**config.mk**
```make
export PLATFORM = sky130hd
export DESIGN_NAME = grid_sram_ctrl_flat
export DESIGN_NICKNAME = d
export VERILOG_FILES = /design/src/rtl/grid_sram_ctrl_if.sv /design/src/rtl/grid_sram_ctrl.sv /design/src/flat_wrapper.sv
export SDC_FILE = /design/constraint.sdc
export NUM_CORES = 1
export LEC_CHECK = 0
export CELL_PAD_IN_SITES_DETAIL_PLACEMENT = 1
export CELL_PAD_IN_SITES_GLOBAL_PLACEMENT = 1
export CORE_MARGIN = 3
export CORE_UTILIZATION = 38
export DETAILED_ROUTE_END_ITERATION = 16
export PLACE_DENSITY_LB_ADDON = 0.1
export REMOVE_ABC_BUFFERS = 1
export SLEW_MARGIN = 20
export SYNTH_ARGS = -nofsm -noshare
export SYNTH_HDL_FRONTEND = slang
export SYNTH_SLANG_ARGS = --single-unit
```
**constraint.sdc**
```tcl
create_clock -name clk -period 4.05 [get_ports clk]
set_clock_uncertainty 0.15 [all_clocks]
set_input_delay 1.215 -clock clk [delete_from_list [all_inputs] [get_ports clk]]
set_output_delay 1.215 -clock clk [all_outputs]
set_load 0.01 [all_outputs]
```
**src/rtl/grid_sram_ctrl_if.sv**
```systemverilog
// Port bundle for grid_sram_ctrl: read port, masked write port and fill control.
interface grid_sram_ctrl_if #(
  parameter int DATA_WIDTH = 8,
  parameter int ADDR_WIDTH = 6
);
  logic                  rd_en;
  logic [ADDR_WIDTH-1:0] rd_addr;
  logic [DATA_WIDTH-1:0] rd_data;
  logic                  rd_valid;
  logic                  wr_en;
  logic [ADDR_WIDTH-1:0] wr_addr;
  logic [DATA_WIDTH-1:0] wr_data;
  logic [DATA_WIDTH-1:0] wr_mask;
  logic                  fill_start;
  logic [DATA_WIDTH-1:0] fill_value;
  logic                  ready;
  logic                  busy;
  logic                  fill_done;

  modport master (
    output rd_en, rd_addr, wr_en, wr_addr, wr_data, wr_mask, fill_start, fill_value,
    input  rd_data, rd_valid, ready, busy, fill_done
  );

  modport slave (
    input  rd_en, rd_addr, wr_en, wr_addr, wr_data, wr_mask, fill_start, fill_value,
    output rd_data, rd_valid, ready, busy, fill_done
  );
endinterface

```
**src/rtl/grid_sram_ctrl.sv**
```systemverilog
// Grid SRAM for the maze router: one read port, one bit-masked write port,
// read latency 1 or 2, selectable read-during-write result and a fill engine
// that writes every word once per routing pass.
//
// state | meaning
// ------+-------------------------------------------------------------
// IDLE  | user read/write/fill_start accepted, ready=1
// FILL  | one word per cycle written with the latched fill value, busy=1
module grid_sram_ctrl #(
  parameter int DATA_WIDTH   = 8,
  parameter int ADDR_WIDTH   = 6,
  parameter int RAM_DEPTH    = 64,
  parameter int READ_LATENCY = 1,
  parameter int RDW_MODE     = 0
) (
  input logic              clk,
  input logic              rst,
  grid_sram_ctrl_if.slave  bus
);

  // Counter has one spare state beyond the last address so the terminal
  // compare can never alias onto a valid word index.
  localparam int                  CNT_W    = $clog2(RAM_DEPTH + 1);
  localparam logic [CNT_W-1:0]    CNT_LAST = CNT_W'(RAM_DEPTH - 1);
  localparam logic [ADDR_WIDTH:0] DEPTH_L  = (ADDR_WIDTH + 1)'(RAM_DEPTH);

  typedef enum logic {IDLE, FILL} state_t;

  state_t                state_q, state_d;
  logic [CNT_W-1:0]      cnt_q, cnt_d;
  logic [DATA_WIDTH-1:0] fill_val_q, fill_val_d;
  logic                  fill_done_q, fill_done_d;
  logic                  fill_we;
  logic [ADDR_WIDTH-1:0] fill_addr;

  logic [DATA_WIDTH-1:0] mem [0:RAM_DEPTH-1];

  logic                  ready;
  logic                  rd_acc, wr_acc;
  logic                  rd_in_range, wr_in_range;
  logic [DATA_WIDTH-1:0] wr_merged;
  logic [DATA_WIDTH-1:0] rd_word;
  logic                  rd_valid_q;
  logic [DATA_WIDTH-1:0] rd_data_q;

  assign ready       = (state_q == IDLE);
  assign rd_acc      = bus.rd_en & ready;
  assign wr_acc      = bus.wr_en & ready;
  assign rd_in_range = ({1'b0, bus.rd_addr} < DEPTH_L);
  assign wr_in_range = ({1'b0, bus.wr_addr} < DEPTH_L);
  assign fill_addr   = ADDR_WIDTH'(cnt_q);

  // Masked merge of the new data into the currently stored word.
  always_comb begin
    wr_merged = '0;
    if (wr_in_range) begin
      wr_merged = (mem[bus.wr_addr] & ~bus.wr_mask) | (bus.wr_data & bus.wr_mask);
    end
  end

  // Read word selection, including same-address bypass when RDW_MODE=1.
  always_comb begin
    rd_word = '0;
    if (rd_in_range) begin
      if (RDW_MODE == 1 && wr_acc && wr_in_range && bus.wr_addr == bus.rd_addr) begin
        rd_word = wr_merged;
      end else begin
        rd_word = mem[bus.rd_addr];
      end
    end
  end

  // Storage array; not reset so contents survive a reset.
  always_ff @(posedge clk) begin
    if (fill_we) begin
      mem[fill_addr] <= fill_val_q;
    end else if (wr_acc && wr_in_range) begin
      mem[bus.wr_addr] <= wr_merged;
    end
  end

  // Read pipeline: one or two register stages from accepted rd_en to rd_valid.
  generate
    if (READ_LATENCY == 2) begin : g_lat2
      logic                  p_valid;
      logic [DATA_WIDTH-1:0] p_data;

      // Two-stage read: capture at acceptance, present one cycle later.
      always_ff @(posedge clk or posedge rst) begin
        if (rst) begin
          p_valid    <= 1'b0;
          p_data     <= '0;
          rd_valid_q <= 1'b0;
          rd_data_q  <= '0;
        end else begin
          p_valid    <= rd_acc;
          if (rd_acc) p_data <= rd_word;
          rd_valid_q <= p_valid;
          if (p_valid) rd_data_q <= p_data;
        end
      end
    end else begin : g_lat1
      // Single-stage read: present at the edge after acceptance.
      always_ff @(posedge clk or posedge rst) begin
        if (rst) begin
          rd_valid_q <= 1'b0;
          rd_data_q  <= '0;
        end else begin
          rd_valid_q <= rd_acc;
          if (rd_acc) rd_data_q <= rd_word;
        end
      end
    end
  endgenerate

  // Fill FSM state register.
  always_ff @(posedge clk or posedge rst) begin
    if (rst) begin
      state_q     <= IDLE;
      cnt_q       <= '0;
      fill_val_q  <= '0;
      fill_done_q <= 1'b0;
    end else begin
      state_q     <= state_d;
      cnt_q       <= cnt_d;
      fill_val_q  <= fill_val_d;
      fill_done_q <= fill_done_d;
    end
  end

  // Fill FSM next state: latch value on start, walk every address once.
  always_comb begin
    state_d     = state_q;
    cnt_d       = cnt_q;
    fill_val_d  = fill_val_q;
    fill_done_d = 1'b0;
    fill_we     = 1'b0;
    case (state_q)
      IDLE: begin
        if (bus.fill_start) begin
          state_d    = FILL;
          cnt_d      = '0;
          fill_val_d = bus.fill_value;
        end
      end
      FILL: begin
        fill_we = 1'b1;
        if (cnt_q == CNT_LAST) begin
          state_d     = IDLE;
          cnt_d       = '0;
          fill_done_d = 1'b1;
        end else begin
          cnt_d = cnt_q + CNT_W'(1);
        end
      end
      default: state_d = IDLE;
    endcase
  end

  assign bus.ready     = ready;
  assign bus.busy      = ~ready;
  assign bus.fill_done = fill_done_q;
  assign bus.rd_valid  = rd_valid_q;
  assign bus.rd_data   = rd_data_q;

endmodule

```
**src/flat_wrapper.sv**
```systemverilog
// flat-port wrapper written by rule: the top's interface ports become plain ports
module grid_sram_ctrl_flat 
#(
  parameter int DATA_WIDTH   = 8,
  parameter int ADDR_WIDTH   = 6,
  parameter int RAM_DEPTH    = 64,
  parameter int READ_LATENCY = 1,
  parameter int RDW_MODE     = 0
)
  (clk, rst, bus_rd_en, bus_rd_addr, bus_wr_en, bus_wr_addr, bus_wr_data, bus_wr_mask, bus_fill_start, bus_fill_value, bus_rd_data, bus_rd_valid, bus_ready, bus_busy, bus_fill_done);
  grid_sram_ctrl_if #(.DATA_WIDTH(DATA_WIDTH), .ADDR_WIDTH(ADDR_WIDTH)) bus_i ();
  input logic clk;
  input logic rst;
  input wire logic [$bits(bus_i.rd_en)-1:0] bus_rd_en;
  input wire logic [$bits(bus_i.rd_addr)-1:0] bus_rd_addr;
  input wire logic [$bits(bus_i.wr_en)-1:0] bus_wr_en;
  input wire logic [$bits(bus_i.wr_addr)-1:0] bus_wr_addr;
  input wire logic [$bits(bus_i.wr_data)-1:0] bus_wr_data;
  input wire logic [$bits(bus_i.wr_mask)-1:0] bus_wr_mask;
  input wire logic [$bits(bus_i.fill_start)-1:0] bus_fill_start;
  input wire logic [$bits(bus_i.fill_value)-1:0] bus_fill_value;
  output wire logic [$bits(bus_i.rd_data)-1:0] bus_rd_data;
  output wire logic [$bits(bus_i.rd_valid)-1:0] bus_rd_valid;
  output wire logic [$bits(bus_i.ready)-1:0] bus_ready;
  output wire logic [$bits(bus_i.busy)-1:0] bus_busy;
  output wire logic [$bits(bus_i.fill_done)-1:0] bus_fill_done;
  assign bus_i.rd_en = bus_rd_en;
  assign bus_i.rd_addr = bus_rd_addr;
  assign bus_i.wr_en = bus_wr_en;
  assign bus_i.wr_addr = bus_wr_addr;
  assign bus_i.wr_data = bus_wr_data;
  assign bus_i.wr_mask = bus_wr_mask;
  assign bus_i.fill_start = bus_fill_start;
  assign bus_i.fill_value = bus_fill_value;
  assign bus_rd_data = bus_i.rd_data;
  assign bus_rd_valid = bus_i.rd_valid;
  assign bus_ready = bus_i.ready;
  assign bus_busy = bus_i.busy;
  assign bus_fill_done = bus_i.fill_done;
  grid_sram_ctrl #(.DATA_WIDTH(DATA_WIDTH), .ADDR_WIDTH(ADDR_WIDTH), .RAM_DEPTH(RAM_DEPTH), .READ_LATENCY(READ_LATENCY), .RDW_MODE(RDW_MODE)) u_core (.clk(clk), .rst(rst), .bus(bus_i));
endmodule
```
==> results.ini, run 1 <==
[route]
drt_iter0_markers=1707
drt_first_pass_iters=5
dr_total_vias=14700
drc=0
viasPerCell=6.15
post_drt_wl_per_cell_um=35.5
ant_nets=0
wl_um=84900

[sta]
layout_setup_ws_ns=0.279
setup_violations=0
rsz0062_at_grt=no
relSlewSlack_pct=31.6
slew_viol_final=0
final-hold-violation-count=0
period_share_pct=93.1
tightest_slew_ns=1.02
layout_min_cycle_time_ns=3.77
setup_tns_ns=0
fmax_mhz=265

[place]
numPortBuffers=52
dp_hpwl_um=61200
pre_cts_ws_ns=-0.233
postPlaceCellArea_um2=28700
gp_congestion=0.859

[grt]
grt_overflow=0
grt_pass1_wl_um=120000
grt_max_degree=41
grt_use_total_pct=24.5
antenna_found_initial=4
grt_pass1_vias=15200

[logic_synthesis]
synth_cells=1242
ys_ff_latch=538
yosys-top-cells-count=edfxtp_1 (512), mux4_2 (300), nor2_1 (77)
synth-edff-count=512
synth_top_area_share_pct=61.2
synth_area_leaders=edfxtp_1 (61%), mux4_2 (27%), dfrtp_1 (2.6%), mux2i_1 (1.4%), nor2_1 (1.1%)
syn-cell-area_um2=25100
synth_cell_types=44
yosysMostFrequentCell=edfxtp_1
yosysSeqAreaShare_pct=63.8
yosysTopAreaCell=edfxtp_1
synth_warnings=0
synthFlopType=edfxtp_1
post_synth.cell_area_avg_um2=20.2
async_reset_ff_share_pct=4.83

[setup_path]
cpLargestDelayFamily=buffers and inverters
cp.depth=10
startpoint_type=input pin
crit_path_max_incr_delay_ns=0.51
rr_worst_depth=8
crit_type=in2reg
required_ns=4.23
timing.rr.end=u_core.mem[57][3]
cp_max_fo=32
critical_path_arrival_ns=3.95
regToRegSetupSlack_ns=1.03
worstReg2RegStart=u_core.mem[59][3]
crit_path_end_kind=flop
path_buf_inv=5
crit_chain=clkbuf_8 > buf_12 > mux4_2 > a22oi_1 > a21oi_1 > buf_4 > nor4_1 > buf_4 > o31ai_4 > buf_12
cp_slowest_cell=mux4_2

[clock_tree]
clk_pin_slew_worst_paths_ns=0.06
post_cts_buffers=0
cts_tree=done
numCtsBuffers=58
cts-root-buf=clkbuf_16
clk_latency_ns=0.62
cts_sinks=538
clockBufferDepth=3
postCtsHoldBufs=0
htreeDepth=2
cts_resized=0

[floorplanning]
start_util_pct=38.7
die_x_um=263
dieArea_um2=69300
num_rows=93
die_h_um=263
ioPinCount=53
core_area_um2=64900

[cells_and_area]
nNetsFinal=1531
fin_area_um2=30700
n_fill_cell=5968
drive_above_1_share_pct=42.3
area_delta_synth_final_pct=22.1

[power_and_ir_drop]
vdd_drop_max_mv=0.304
pwr_density_cell_nw_per_um2=518
power_mw=15.9
p_leak_nw=10.1

[job]
max_cap_viol_count=0

[worst_hold_path]
min_to=u_core.bus.fill_done
min_path_type=reg2reg
min_delay_path_depth=1
hp-start=u_core.cnt_q[6]

[outcome]
status=finished clean

-- logic make-up after synthesis --
group	synth area share (%)
multiplexers	28.9
AO/OA/AOI/OAI	2.38
adder cells (fa/ha/maj)	0.0498
buffers and inverters	1.72
flip-flops	63.8
AND/OR/NAND/NOR	3.15
-- routing by layer --
layer  wire (um)  track usage, %  up-vias
met1       36300            35.1     8136
met4        2740            7.38        2
met5          16               0        -
met3        5240            3.48      101
li1            -               -     5866
met2       40600            39.1      623
-- cell usage in the layout, fill, tap and decap left out, drive strengths merged, types with 16 or more instances in the layout --
| master | count |
|---|---|
| a22oi | 16 |
| nand2 | 38 |
| o21ai | 22 |
| clkbuf | 67 |
| dfrtp | 26 |
| clkinv | 24 |
| mux4 | 300 |
| clkdlybuf4s50 | 44 |
| edfxtp | 512 |
| nor2 | 77 |
| mux2i | 36 |
| buf | 233 |
-- where the power goes --
group	switching, mW	internal [mW]
combinational	1.90	1.22
sequential	0.221	7.04
clock	2.30	3.19
total	4.42	11.5
-- registers in the layout, summed over array words and instances, names as in the netlist --
register              flops
u_core.bus.rd_valid       1
u_core.fill_val_q         8
u_core.bus.rd_data        8
u_core.bus.fill_done      1
u_core.cnt_q              7
u_core.bus.busy           1
u_core.mem              512
-- how the worst max path moves through the flow --
stage,from,to,slack [ns]
finish,bus_wr_addr[0],u_core.mem[57][3],0.28
global placement,bus_wr_addr[0],u_core.mem[56][3],-0.31
detailed placement,bus_wr_addr[0],u_core.mem[56][3],-0.23
CTS,bus_wr_addr[0],u_core.mem[56][3],0.42
global route,bus_wr_addr[0],u_core.mem[57][3],0.29
floorplan,bus_wr_addr[2],u_core.mem[0][2],-1.48
-- metrics by stage --
stage / util (%) / hold WS (ns) / cells
after global routing: 47.2 / 0.355 / 2393
after detailed placement: 44.2 / 0.318 / 2284
final: 47.2 / 0.329 / 2394
after CTS: 47.2 / 0.327 / 2393
after global placement: 44.2 / 0.309 / 2284
after floorplan: - / 0.276 / 1151
-- area by class of cell --
class                   count  area [um^2]  area share, %
well taps                 855         1070           3.49
flip-flops and latches    538        16000           52.2
multi-input cells         610         8800           28.7
diodes                      1         2.50        0.00816
repair buffers            278         2810           9.16
clock buffers              66         1500           4.90
clock inverters            43          459           1.50
inverters                   3         11.3         0.0367
(Power assumes the default switching activity.)
==> run 2, diff against run 1 <==
--- a/config.mk
+++ b/config.mk
@@ -10,3 +10,3 @@
 export CORE_MARGIN = 3
-export CORE_UTILIZATION = 38
+export CORE_UTILIZATION = 50
 export DETAILED_ROUTE_END_ITERATION = 16
--- a/constraint.sdc
+++ b/constraint.sdc
@@ -4,2 +4,2 @@
 set_output_delay 1.215 -clock clk [all_outputs]
-set_load 0.01 [all_outputs]
+set_load 0.005 [all_outputs]
==> run 2 against run 1 <==
  * Via count rose by 0.69%
  * Fmax fell by 1.2%
  * Power fell by 1.8%
  * Wire length fell by 7.4%
  * Critical path depth fell by 1
  * First-iteration DRC count rose by 14%
  * Register-to-register slack got worse by 0.11 ns
  * Global-route usage rose by 6.0 points
  * Hold slack improved by 0.0079 ns
  * Final area fell by 1.9%
  * Largest cell class unchanged
==> results.ini, run 2 (synthesis gave the netlist of run 1 again) <==
[cells_and_area]
n_fill_cell=4243  ; -29%
drive_above_1_share_pct=41.4  ; -0.90 points
final_cell_mix=edfxtp_1 (512), mux4_2 (300), buf_4 (179)
seq_area_um2=16000  ; unchanged
nNetsFinal=1515  ; -1.0%
insertedDiodeCount=0  ; -1
largest_register_ffs=512  ; unchanged
final_common_cell=edfxtp_1
largest-register=u_core.mem
area_delta_synth_final_pct=19.7
multi_input_area_um2=8800  ; unchanged

[floorplanning]
die_h_um=230  ; -13%
dieArea_um2=53000  ; -23%
ioPinCount=53  ; unchanged
start_util_pct=51.0  ; +12 points
core_area_um2=49300  ; -24%
die_x_um=230  ; -13%
num_rows=81  ; -13%

[clock_tree]
post_cts_buffers=0  ; unchanged
numCtsBuffers=56  ; -3.4%
clk_latency_ns=0.61  ; about the same
cts-root-buf=clkbuf_16
clk_pin_slew_worst_paths_ns=0.06  ; about the same
htreeDepth=2  ; unchanged
cts_tree=done
clockBufferDepth=3  ; unchanged
cts_resized=0  ; unchanged
postCtsHoldBufs=0  ; unchanged
cts_sinks=538  ; unchanged

[sta]
rsz0062_at_grt=no
setup_tns_ns=0  ; unchanged
slew_viol_final=0  ; unchanged
final-hold-violation-count=0  ; unchanged
setup_violations=0  ; unchanged
period_share_pct=94.2  ; +1.1 points
relSlewSlack_pct=29.6  ; -2.0 points
fmax_mhz=262  ; -1.2%
tightest_slew_ns=1.05  ; +0.0365 ns
layout_min_cycle_time_ns=3.81  ; +0.0439 ns
hold-worst-slack_ns=0.337  ; +0.00789 ns
layout_setup_ws_ns=0.236  ; -0.0439 ns

[setup_path]
required_ns=4.23  ; about the same
critical_path_arrival_ns=4.00  ; +0.05 ns
crit_path_end_kind=flop
rr_worst_depth=7  ; -1
regToRegSetupSlack_ns=0.92  ; -0.11 ns
startpoint_type=input pin
timing.rr.end=u_core.mem[38][2]
crit_type=in2reg
cp_max_fo=32  ; unchanged
worstReg2RegStart=u_core.mem[28][2]

[power_and_ir_drop]
pwr_density_cell_nw_per_um2=518  ; about the same
p_leak_nw=9.92  ; -1.4%
vdd_drop_max_mv=0.367  ; +21%

[grt]
grt_pass1_wl_um=114000  ; -5.4%
antenna_found_initial=2  ; -2
grt_max_degree=65  ; +59%
grt_use_total_pct=30.4  ; +6.0 points
grt_pass1_vias=15500  ; +2.0%
grt_overflow=0  ; unchanged

[place]
gp_congestion=0.886  ; +3.2%
numPortBuffers=52  ; unchanged
pre_cts_ws_ns=-0.195  ; +0.0372 ns
dp_hpwl_um=55400  ; -9.5%

[route]
drt_first_pass_iters=8  ; +3
drt_iter0_markers=1945  ; +14%
viasPerCell=6.80  ; +11%
post_drt_wl_per_cell_um=36.1  ; +1.7%
wl_um=78600  ; -7.4%
drc=0  ; unchanged
dr_total_vias=14800  ; +0.69%
ant_nets=0  ; unchanged

[worst_hold_path]
min_to=u_core.bus.rd_data[5]
min_path_type=reg2reg
min_delay_path_depth=1  ; unchanged
hp-start=u_core.bus.rd_data[5]

[job]
max_cap_viol_count=0  ; unchanged

[outcome]
status=finished clean

## run 2: cell types whose count changed in the layout (fill, tap and decap cells not counted), moves of 3 or more
cell	before	now
buf_12	48	33
clkbuf_1	7	15
clkinv_1	11	4
clkinv_4	6	1
clkinvlp_4	7	4
## run 2: worst max-delay path by stage
stage | endpoint | cells past startpoint | startpoint | slack (ns)
after CTS | u_core.mem[38][2] | 9 | bus_wr_addr[0] | 0.41
after detailed placement | u_core.mem[43][2] | 9 | bus_wr_addr[0] | -0.20
final | u_core.mem[38][2] | 9 | bus_wr_addr[0] | 0.24
after global placement | u_core.mem[32][3] | 11 | bus_wr_addr[0] | -0.09
after floorplan | u_core.mem[0][2] | 5 | bus_wr_addr[2] | -1.48
after global routing | u_core.mem[38][2] | 9 | bus_wr_addr[0] | 0.21
## run 2: cell type report
| type | instances | share of cell area (%) |
|---|---|---|
| clock buffers | 73 | 4.97 |
| inverters | 3 | 0.0374 |
| clock inverters | 28 | 1.35 |
| well taps | 664 | 2.76 |
| multi-input cells | 610 | 29.2 |
| repair buffers | 264 | 8.36 |
| flip-flops and latches | 538 | 53.3 |
## run 2: per-stage QoR
step / power (mW) / cells / instance area [um^2] / utilization, %
finish: 15.6 / 2180 / 30100 / 61.1
global route: 16.1 / 2180 / 30100 / 61.1
CTS: 15.6 / 2180 / 30100 / 61.1
detailed placement: 10.3 / 2079 / 28200 / 57.2
global placement: 10.2 / 2079 / 28200 / 57.2
floorplan: 8.61 / 1151 / 24700 / -
## run 2: critical path, stage by stage
cell and delay [ns]:
clkbuf_8 0.16, buf_12 0.20, mux4_2 0.53, a22oi_1 0.52, a21oi_1 0.16, nor4_1 0.61, buf_4 0.23, o31ai_4 0.08
buf_12 0.19
## run 2: per-layer routing
layer | GRT usage [%] | vias to the layer above | routed length [um]
met2 | 45.4 | 886 | 36000
met5 | 0 | - | 11
met3 | 8.85 | 136 | 8570
li1 | - | 5827 | -
met4 | 10.7 | 2 | 3090
met1 | 43.5 | 7979 | 30900
## run 2: where the power goes
| part | switching (mW) | total (mW) | internal (mW) | leakage, nW |
|---|---|---|---|---|
| clock | 2.16 | 5.39 | 3.24 | 0.916 |
| sequential | 0.212 | 7.26 | 7.05 | 4.93 |
| combinational | 1.79 | 2.93 | 1.14 | 4.07 |
| total | 4.16 | 15.6 | 11.4 | 9.92 |
